[src/rtl/lsu_align_pkg.sv]
// ============================================================================
// Module : lsu_align_pkg
// Brief  : Shared types and helpers for the load/store alignment unit.
// Rev    : 1.0  initial release
// ============================================================================
`default_nettype none

package lsu_align_pkg;

    typedef enum logic [2:0] {
        IDLE    = 3'd0,
        RD_LO   = 3'd1,
        RD_HI   = 3'd2,
        RD_LAST = 3'd3,
        WR_LO   = 3'd4,
        WR_HI   = 3'd5,
        RESP    = 3'd6
    } lsu_state_e;

    typedef enum logic [1:0] {
        LSU_B = 2'd0,
        LSU_H = 2'd1,
        LSU_W = 2'd2
    } lsu_size_e;

    localparam logic [1:0] c_size_illegal = 2'd3;

    function automatic logic [2:0] size_bytes(input logic [1:0] size);
        case (size)
            LSU_B:   size_bytes = 3'd1;
            LSU_H:   size_bytes = 3'd2;
            default: size_bytes = 3'd4;
        endcase
    endfunction

    function automatic logic [3:0] size_mask(input logic [1:0] size);
        case (size)
            LSU_B:   size_mask = 4'b0001;
            LSU_H:   size_mask = 4'b0011;
            default: size_mask = 4'b1111;
        endcase
    endfunction

endpackage

`default_nettype wire

[src/rtl/lsu_load_format.sv]
// ============================================================================
// Module : lsu_load_format
// Brief  : Extracts a byte/half/word from a two-word window and extends it.
// Rev    : 1.0  initial release
// ============================================================================
`default_nettype none

module lsu_load_format
    import lsu_align_pkg::*;
(
    input  logic [31:0] i_hi,
    input  logic [31:0] i_lo,
    input  logic [1:0]  i_off,
    input  logic [1:0]  i_size,
    input  logic        i_unsigned,
    output logic [31:0] o_data
);

    logic [31:0] w_win;
    logic        w_sign;

    always_comb begin
        w_win  = 32'({i_hi, i_lo} >> {i_off, 3'b000});
        w_sign = 1'b0;
        o_data = w_win;
        case (i_size)
            LSU_B: begin
                w_sign = ~i_unsigned & w_win[7];
                o_data = {{24{w_sign}}, w_win[7:0]};
            end
            LSU_H: begin
                w_sign = ~i_unsigned & w_win[15];
                o_data = {{16{w_sign}}, w_win[15:0]};
            end
            default: o_data = w_win;
        endcase
    end

endmodule

`default_nettype wire

[src/rtl/lsu_align.sv]
// ============================================================================
// Module : lsu_align
// Brief  : Byte-addressed load/store unit over a word RAM; splits unaligned
//          accesses into two word accesses.
// Rev    : 1.0  initial release
// ============================================================================
`default_nettype none

module lsu_align
    import lsu_align_pkg::*;
#(
    parameter int ADDR_WIDTH = 31,
    parameter int DATA_WIDTH = 31
) (
    input  logic                  clk,
    input  logic                  rst,
    input  logic                  clk_en,
    input  logic                  i_req,
    input  logic                  i_we,
    input  logic [1:0]            i_size,
    input  logic                  i_unsigned,
    input  logic [ADDR_WIDTH:0]   i_addr,
    input  logic [DATA_WIDTH:0]   i_wdata,
    output logic                  o_busy,
    output logic                  o_done,
    output logic                  o_err,
    output logic [DATA_WIDTH:0]   o_rdata,
    output logic                  o_mem_read_req,
    output logic [ADDR_WIDTH:0]   o_mem_addr,
    input  logic [DATA_WIDTH:0]   i_mem_read_data,
    output logic                  o_mem_write_enable,
    output logic [3:0]            o_mem_byte_enable,
    output logic [DATA_WIDTH:0]   o_mem_write_data
);

    lsu_state_e              state_q;
    logic [ADDR_WIDTH:0]     word_q;
    logic [1:0]              off_q;
    logic [1:0]              size_q;
    logic                    unsigned_q;
    logic                    split_q;
    logic [DATA_WIDTH:0]     lo_q;
    logic [3:0]              hi_be_q;
    logic [DATA_WIDTH:0]     hi_data_q;

    logic [ADDR_WIDTH:0]     w_word;
    logic [2:0]              w_nb;
    logic                    w_split;
    logic [7:0]              w_be8;
    logic [2*DATA_WIDTH+1:0] w_st;
    logic [DATA_WIDTH:0]     w_fmt_hi;
    logic [DATA_WIDTH:0]     w_fmt_lo;
    logic [DATA_WIDTH:0]     w_fmt;

    assign o_busy  = (state_q != IDLE);
    assign w_word  = i_addr >> 2;
    assign w_nb    = size_bytes(i_size);
    assign w_split = ({1'b0, i_addr[1:0]} + w_nb) > 3'd4;
    assign w_be8   = {4'b0000, size_mask(i_size)} << i_addr[1:0];
    assign w_st    = {{(DATA_WIDTH+1){1'b0}}, i_wdata} << {i_addr[1:0], 3'b000};

    // In RD_LAST the last word is still on the RAM bus; earlier words are in lo_q.
    assign w_fmt_lo = split_q ? lo_q : i_mem_read_data;
    assign w_fmt_hi = split_q ? i_mem_read_data : '0;

    lsu_load_format u_fmt (
        .i_hi       (w_fmt_hi),
        .i_lo       (w_fmt_lo),
        .i_off      (off_q),
        .i_size     (size_q),
        .i_unsigned (unsigned_q),
        .o_data     (w_fmt)
    );

    always_ff @(posedge clk or negedge rst) begin
        if (!rst) begin
            state_q            <= IDLE;
            word_q             <= '0;
            off_q              <= '0;
            size_q             <= '0;
            unsigned_q         <= 1'b0;
            split_q            <= 1'b0;
            lo_q               <= '0;
            hi_be_q            <= '0;
            hi_data_q          <= '0;
            o_done             <= 1'b0;
            o_err              <= 1'b0;
            o_rdata            <= '0;
            o_mem_read_req     <= 1'b0;
            o_mem_addr         <= '0;
            o_mem_write_enable <= 1'b0;
            o_mem_byte_enable  <= '0;
            o_mem_write_data   <= '0;
        end else if (clk_en) begin
            o_done             <= 1'b0;
            o_err              <= 1'b0;
            o_mem_read_req     <= 1'b0;
            o_mem_addr         <= '0;
            o_mem_write_enable <= 1'b0;
            o_mem_byte_enable  <= '0;
            o_mem_write_data   <= '0;
            case (state_q)
                IDLE: begin
                    if (i_req) begin
                        word_q     <= w_word;
                        off_q      <= i_addr[1:0];
                        size_q     <= i_size;
                        unsigned_q <= i_unsigned;
                        split_q    <= w_split;
                        lo_q       <= '0;
                        hi_be_q    <= w_be8[7:4];
                        hi_data_q  <= w_st[2*DATA_WIDTH+1:DATA_WIDTH+1];
                        if (i_size == c_size_illegal) begin
                            state_q <= RESP;
                            o_done  <= 1'b1;
                            o_err   <= 1'b1;
                            o_rdata <= '0;
                        end else if (i_we) begin
                            state_q            <= WR_LO;
                            o_mem_write_enable <= 1'b1;
                            o_mem_addr         <= w_word;
                            o_mem_byte_enable  <= w_be8[3:0];
                            o_mem_write_data   <= w_st[DATA_WIDTH:0];
                        end else begin
                            state_q        <= RD_LO;
                            o_mem_read_req <= 1'b1;
                            o_mem_addr     <= w_word;
                        end
                    end
                end
                RD_LO: begin
                    if (split_q) begin
                        state_q        <= RD_HI;
                        o_mem_read_req <= 1'b1;
                        o_mem_addr     <= word_q + 1'b1;
                    end else begin
                        state_q <= RD_LAST;
                    end
                end
                RD_HI: begin
                    lo_q    <= i_mem_read_data;
                    state_q <= RD_LAST;
                end
                RD_LAST: begin
                    lo_q    <= w_fmt_lo;
                    o_rdata <= w_fmt;
                    o_done  <= 1'b1;
                    state_q <= RESP;
                end
                WR_LO: begin
                    if (split_q) begin
                        state_q            <= WR_HI;
                        o_mem_write_enable <= 1'b1;
                        o_mem_addr         <= word_q + 1'b1;
                        o_mem_byte_enable  <= hi_be_q;
                        o_mem_write_data   <= hi_data_q;
                    end else begin
                        state_q <= RESP;
                        o_done  <= 1'b1;
                    end
                end
                WR_HI: begin
                    state_q <= RESP;
                    o_done  <= 1'b1;
                end
                default: state_q <= IDLE;
            endcase
        end
    end

endmodule

`default_nettype wire

[config.mk]
export PLATFORM = sky130hd
export DESIGN_NAME = lsu_align
export DESIGN_NICKNAME = d
export VERILOG_FILES = /design/src/rtl/lsu_align_pkg.sv /design/src/rtl/lsu_load_format.sv /design/src/rtl/lsu_align.sv
export SDC_FILE = /design/constraint.sdc
export NUM_CORES = 1
export LEC_CHECK = 0
export CAP_MARGIN = 20
export CELL_PAD_IN_SITES_DETAIL_PLACEMENT = 0
export CELL_PAD_IN_SITES_GLOBAL_PLACEMENT = 1
export CORE_ASPECT_RATIO = 1.4
export CORE_MARGIN = 1.5
export CORE_UTILIZATION = 30
export DETAILED_ROUTE_END_ITERATION = 8
export GPL_TIMING_DRIVEN = 0
export PLACE_DENSITY = 0.64
export SLEW_MARGIN = 25
export SYNTH_ARGS = -nofsm -noshare
export SYNTH_HDL_FRONTEND = slang
export SYNTH_SLANG_ARGS = --single-unit
[constraint.sdc]
create_clock -name clk -period 2.6 [get_ports clk]
set_clock_uncertainty 0.05 [all_clocks]
set_input_delay 0.52 -clock clk [delete_from_list [all_inputs] [get_ports clk]]
set_output_delay 0.52 -clock clk [all_outputs]
set_load 0.005 [all_outputs]
Word-level counts from Yosys, hierarchy flattened:

Index checks and enable logic that the tools add are counted.

* register bits: 211
* word-level logic and storage cells: 92
* input port bits: 104
* output and inout bits: 105

* muxes and demuxes: 44
* equality and inequality tests: 10
* reductions and logical operators: 12
* bitwise operators: 3
* shifts and indexed selects: 3
* $add $sub $neg: 2
* $lt $le $gt $ge: 1

Operators with widths (number)
* 2-to-1 mux 32 bit: 9
* one-hot mux 32 bit (2 select lines): 3
* one-hot mux 32 bit (3 select lines): 1
* left shift 32 x 5 -> 64 bit: 1
* >> shifter 64 x 5 -> 32 bit: 1
* one-hot mux 31 bit (2 select lines): 1
* 2-to-1 mux 30 bit: 2
* adder 30 x 1 -> 31 bit, second input constant: 1
* 2-to-1 mux 31 bit: 1
* 2-to-1 mux 4 bit: 4
* one-hot mux 4 bit (2 select lines): 2
* one-hot mux 3 bit (5 select lines): 1
* 2-to-1 mux 1 bit: 12
* 2-to-1 mux 3 bit: 3
* left shift 4 x 2 -> 8 bit: 1
* equality test 3 x 2 -> 1 bit, second input constant: 2
* equality test 3 bit, second input constant: 2
* one-hot mux 3 bit (2 select lines): 1
* AND reduction 3 bit: 2
* nonzero test 3 bit: 2
* equality test 2 x 1 -> 1 bit, second input constant: 2
* logical NOT 2 bit: 2
* != test 2 bit, second input constant: 2
* one-hot mux 1 bit (2 select lines): 2
* 13 further kinds: 15

Logic depth before layout (Yosys ltp):

* word-level depth: 7
* depth in mapped cells: 9
* gate-level depth less buffers: 6

By module:

From an unflattened synthesis, not the netlist that was laid out.

* cells, all modules: 988
* area total of the unflattened synthesis: 10845.4 um^2

Modules (own cells, without submodules)
* lsu_align: area an instance 9735.6 um^2, seq. area each 5029.8 um^2, cells each 887, instances 1
* lsu_load_format: area an instance 1109.8 um^2, seq. area each 0.0 um^2, cells each 101, instances 1

Worst setup path after synthesis:

Ideal clock, no wire load.

* kind: input to register
* start: input port i_size[1]
* end: register split_q
* required time: 2486 ps
* data arrival time: 1837 ps
* buffers on the path: 1
* path slack: 649 ps
* stages: 7
* setup time: 64 ps
* path through: clkbuf_1 nor2_1 ha_1 fa_1 o22ai_1 a211oi_1 a21o_1

* cells in the longest elaborated chain, start to end: 4
* elaborated cells on any way between the ends: 5
* classes of those cells: 1 x add/sub; 1 x order compare; 1 x eq/ne; 1 x mux; 1 x reduce/logical

Ends and longest elaborated chain
* start, declared: line lsu_align.sv:20 `input logic [1:0] i_size,`
* equality test 2 x 1 -> 1 bit or logical NOT 2 bit (tied branches): line lsu_align_pkg.sv:29 `case (size)`
* one-hot mux 3 bit (2 select lines) (*): line lsu_align_pkg.sv:29
* adder 2 x 3 -> 3 bit (*): line lsu_align.sv:58 `assign w_split = ({1'b0, i_addr[1:0]} + w_nb) > 3'd4;`
* > comparator 3 bit (*): line lsu_align.sv:58
* end signal, assigned: line lsu_align.sv:109 `split_q <= w_split;`
* end, declared: line lsu_align.sv:41 `logic split_q;`

Mark *: on every way between the ends. The rest lies on a longest branch, timed or not.
A chain may end at the register's enable or synchronous reset.

Final worst setup path:

* start: register state_q[0]
* end: output port o_busy

* cells in the longest elaborated chain, start to end: 1

Ends and longest elaborated chain
* start, declared: line lsu_align.sv:36 `lsu_state_e state_q;`
* start signal, assigned: line lsu_align.sv:77 `state_q <= IDLE;`
* start signal, assigned: line lsu_align.sv:114 `state_q <= RESP;`
* start signal, assigned: line lsu_align.sv:119 `state_q <= WR_LO;`
* nonzero test 3 bit: line lsu_align.sv:55 `assign o_busy = (state_q != IDLE);`
* end, declared: line lsu_align.sv:24 `output logic o_busy,`

Every way passes these cells.

==> metrics.md <==
| Metric | Value |
|---|---|
| Status | `finished clean` |
| Post-synth EDFFs | `0` |
| # DRC | `0` |
| Share of layout cells above drive strength 1 | `0.123` |
| R2R depth | `8` |
| Critical Path Source Type | `register` |
| Rel. slew slack | `0.443` |
| Fill cell count | `3620` |
| Ant. Diodes | `0` |
| Die area | `37900 um2` |
| Setup CP Type | `reg -> out` |
| Crit path capture type | `output port` |
| Net count, final | `1475` |
| Via count | `9715` |
| Yosys cell types | `62` |
| Critical path arrival | `1970 ps` |
| Total CTS buffers | `24` |
| Crit. path cell count | `3` |
| Overflow after GRT | `0` |
| Core ar. | `36000 um2` |
| WL/cell | `21.8 um` |
| CTS H-tree depth | `1` |
| RSZ-0062 raised after global routing | `no` |
| Endpoints failing setup | `0` |
| Reg-to-reg slack, setup | `180 ps` |
| Crit path max-delay family | `buffers and inverters` |
| CP required | `2030 ps` |
| Clk root buf | `clkbuf_16` |
| Worst-path maximum fanout | `10` |
| Initial core utilization | `0.306` |
| Synth warn | `0` |
| Buf+Inv Stages, Crit Path | `2` |
| Number of global-route vias before repair | `9918` |
| Post-DRT Antenna Nets | `0` |
| Post-synth top area share | `0.456` |
| # IOs | `209` |
| Post-synth top area cell | `dfrtp_1` |
| Worst hold path type | `in -> async` |
| Post-synthesis sequential element count | `201` |
| First-pass GRT wire length | `61.4 mm` |
| Worst-Margin Slew | `836 ps` |
| R2R Path End | `o_rdata[22]` |
| Avg Inst Size Synth | `9.73 um2` |
| Synth top area cells | `dfrtp_1 (46%), mux2i_1 (7.4%), mux2_2 (6.1%), nand2_1 (5.5%), o21ai_0 (4.8%)` |
| P&R area growth vs syn | `32.1%` |
| Fin crit period | `2540 ps` |
| Leak | `6.10 nW` |
| Syn_nets | `1242` |
| Pwr Total | `14.5 mW` |
| Crit path cell chain | `buf_6, or3_4, clkdlybuf4s50_1` |
| Largest net degree at the start of global routing | `87` |
| Vias per cell | `5.26` |
| Clock Tree Buf Depth | `3` |
| Post-synth ARST share | `1.00` |
| Max stage delay on crit path | `450 ps` |
| IO buf count | `206` |
| Post-synthesis sequential area ratio | `0.456` |
| Post-synth top cells | `dfrtp_1 (201), nand2_1 (161), o21ai_0 (106)` |
| Clock transition at path regs | `60 ps` |
| CTS tree | `done` |
| Fmax | `394 MHz` |
| RR Startpoint | `off_q[1]` |
| Final TNS setup | `0 ps` |
| CP max-delay cell | `clkdlybuf4s50_1` |
| Worst vdd ir | `0.464 mV` |
| All-Layer GR Usage | `0.213` |
| Gp weighted congestion | `0.867` |
| P per Cell Area | `998 nW/um2` |
| Die H | `230 um` |
| Initial DRT Pass Iterations | `5` |
| Max-cap violation count | `0` |
| Count of final max-slew check failures | `0` |
| Final hold violations | `0` |
| Post-synthesis cell count | `1134` |
| Most frequent cell after synthesis | `dfrtp_1` |
| Initial DRC count | `609` |
| Synthesized area | `11000 um2` |
| Final wirelength | `40.2 mm` |
| Clock latency on the worst-skew pair | `550 ps` |
| Prevailing post-synth register cell | `dfrtp_1` |
| Die span in x | `165 um` |
| Row count | `82` |
| Detailed placement HPWL | `29.6 mm` |
| Clock sink count | `201` |
| Tcrit/Tclk final | `0.977` |
| Initial antenna violation count | `1` |
| Post-CTS setup buffer count | `0` |
==> placed cells by master, fill, tap and decap left out, types with 8 or more instances in the layout <==
| cell | netlist | routed |
|---|---|---|
| a21oi_1 | 43 | 43 |
| a221o_1 | 8 | 8 |
| a22o_1 | 32 | 32 |
| a22oi_1 | 20 | 20 |
| and2_1 | 12 | 12 |
| buf_1 | 13 | 12 |
| buf_2 | 23 | 22 |
| clkbuf_1 | 44 | 44 |
| clkbuf_16 | 0 | 24 |
| clkdlybuf4s50_1 | 0 | 205 |
| clkinv_2 | 0 | 8 |
| dfrtp_1 | 201 | 199 |
| inv_1 | 37 | 37 |
| mux2_2 | 60 | 60 |
| mux2i_1 | 82 | 82 |
| mux4_2 | 11 | 11 |
| nand2_1 | 161 | 160 |
| nand3_1 | 36 | 36 |
| nand4_1 | 12 | 12 |
| nor2_1 | 59 | 58 |
| nor2b_1 | 10 | 10 |
| nor3_1 | 9 | 9 |
| nor3b_1 | 9 | 9 |
| o21ai_0 | 106 | 106 |
| o221ai_1 | 18 | 18 |
| o22ai_1 | 17 | 17 |
| o32ai_1 | 9 | 9 |
| xor2_1 | 20 | 20 |
==> timing repair <==
action | CTS | global route
gates cloned | 0 | 0
setup endpoints to repair | 15 | 10
gates resized for setup | 5 | 6
hold endpoints to repair | 34 | 0
hold buffers | 1 | 0
==> registers in the layout, indices dropped and copies added (netlist names), 2 cells and up <==
signal / cells
state_q: 3
word_q: 30
o_mem_write_data: 32
o_mem_addr: 31
off_q: 2
o_mem_byte_enable: 4
hi_be_q: 3
hi_data_q: 24
o_rdata: 32
lo_q: 32
size_q: 2
==> stage by stage <==
| stage | instances | hold slack, ps | area, um2 | setup WS (ps) | utilization |
|---|---|---|---|---|---|
| 2_1_floorplan | 1134 | 174 | 11000 | 649 | - |
| 3_5_place_dp | 1804 | 376 | 13700 | -639 | 0.381 |
| 5_1_grt | 1847 | 422 | 14600 | 3.47 | 0.404 |
| 3_3_place_gp | 1802 | 412 | 13700 | -8260 | 0.380 |
| 4_1_cts | 1847 | 388 | 14600 | 18.6 | 0.404 |
| 6_report | 1847 | 396 | 14600 | 59.5 | 0.404 |
==> cells by family after synthesis <==
| kind of cell | synth area share |
|---|---|
| simple gates | 0.138 |
| compound gates | 0.167 |
| flops | 0.456 |
| mux | 0.158 |
| buf+inv | 0.0533 |
| xor+xnor | 0.0214 |
| fa+ha+maj | 0.00522 |
| other cells | 0.000340 |
==> power breakdown <==
group	switching (mW)	total (mW)	internal, mW
Sequential	0.903	5.11	4.21
Clock	1.43	3.51	2.08
Combinational	3.03	5.91	2.88
Total	5.37	14.5	9.18
==> final cells by class <==
type / instances / area [um2] / share of cell area
Sequential cell: 201 / 5030 / 0.346
Buffer: 90 / 444 / 0.0305
Clock inverter: 13 / 154 / 0.0106
Timing Repair Buffer: 209 / 2130 / 0.146
Tap cell: 462 / 578 / 0.0397
Multi-Input combinational cell: 802 / 5420 / 0.372
Clock buffer: 31 / 657 / 0.0451
Inverter: 39 / 146 / 0.0101
==> routing by layer <==
layer	wire, um	global-route usage	vias up
li1	-	-	4538
met1	16900	0.274	4806
met2	19800	0.361	306
met3	2360	0.0326	63
met4	1140	0.0712	2
met5	11	0	-
==> worst max path at each step <==
stage	end	startpoint
floorplan	split_q	i_size[1]
global route	o_busy	state_q[0]
detailed placement	state_q[1]	clk_en
global placement	o_mem_addr[26]	rst
finish	o_busy	state_q[0]
CTS	o_busy	state_q[0]
Power figures use the tool's default switching activity.
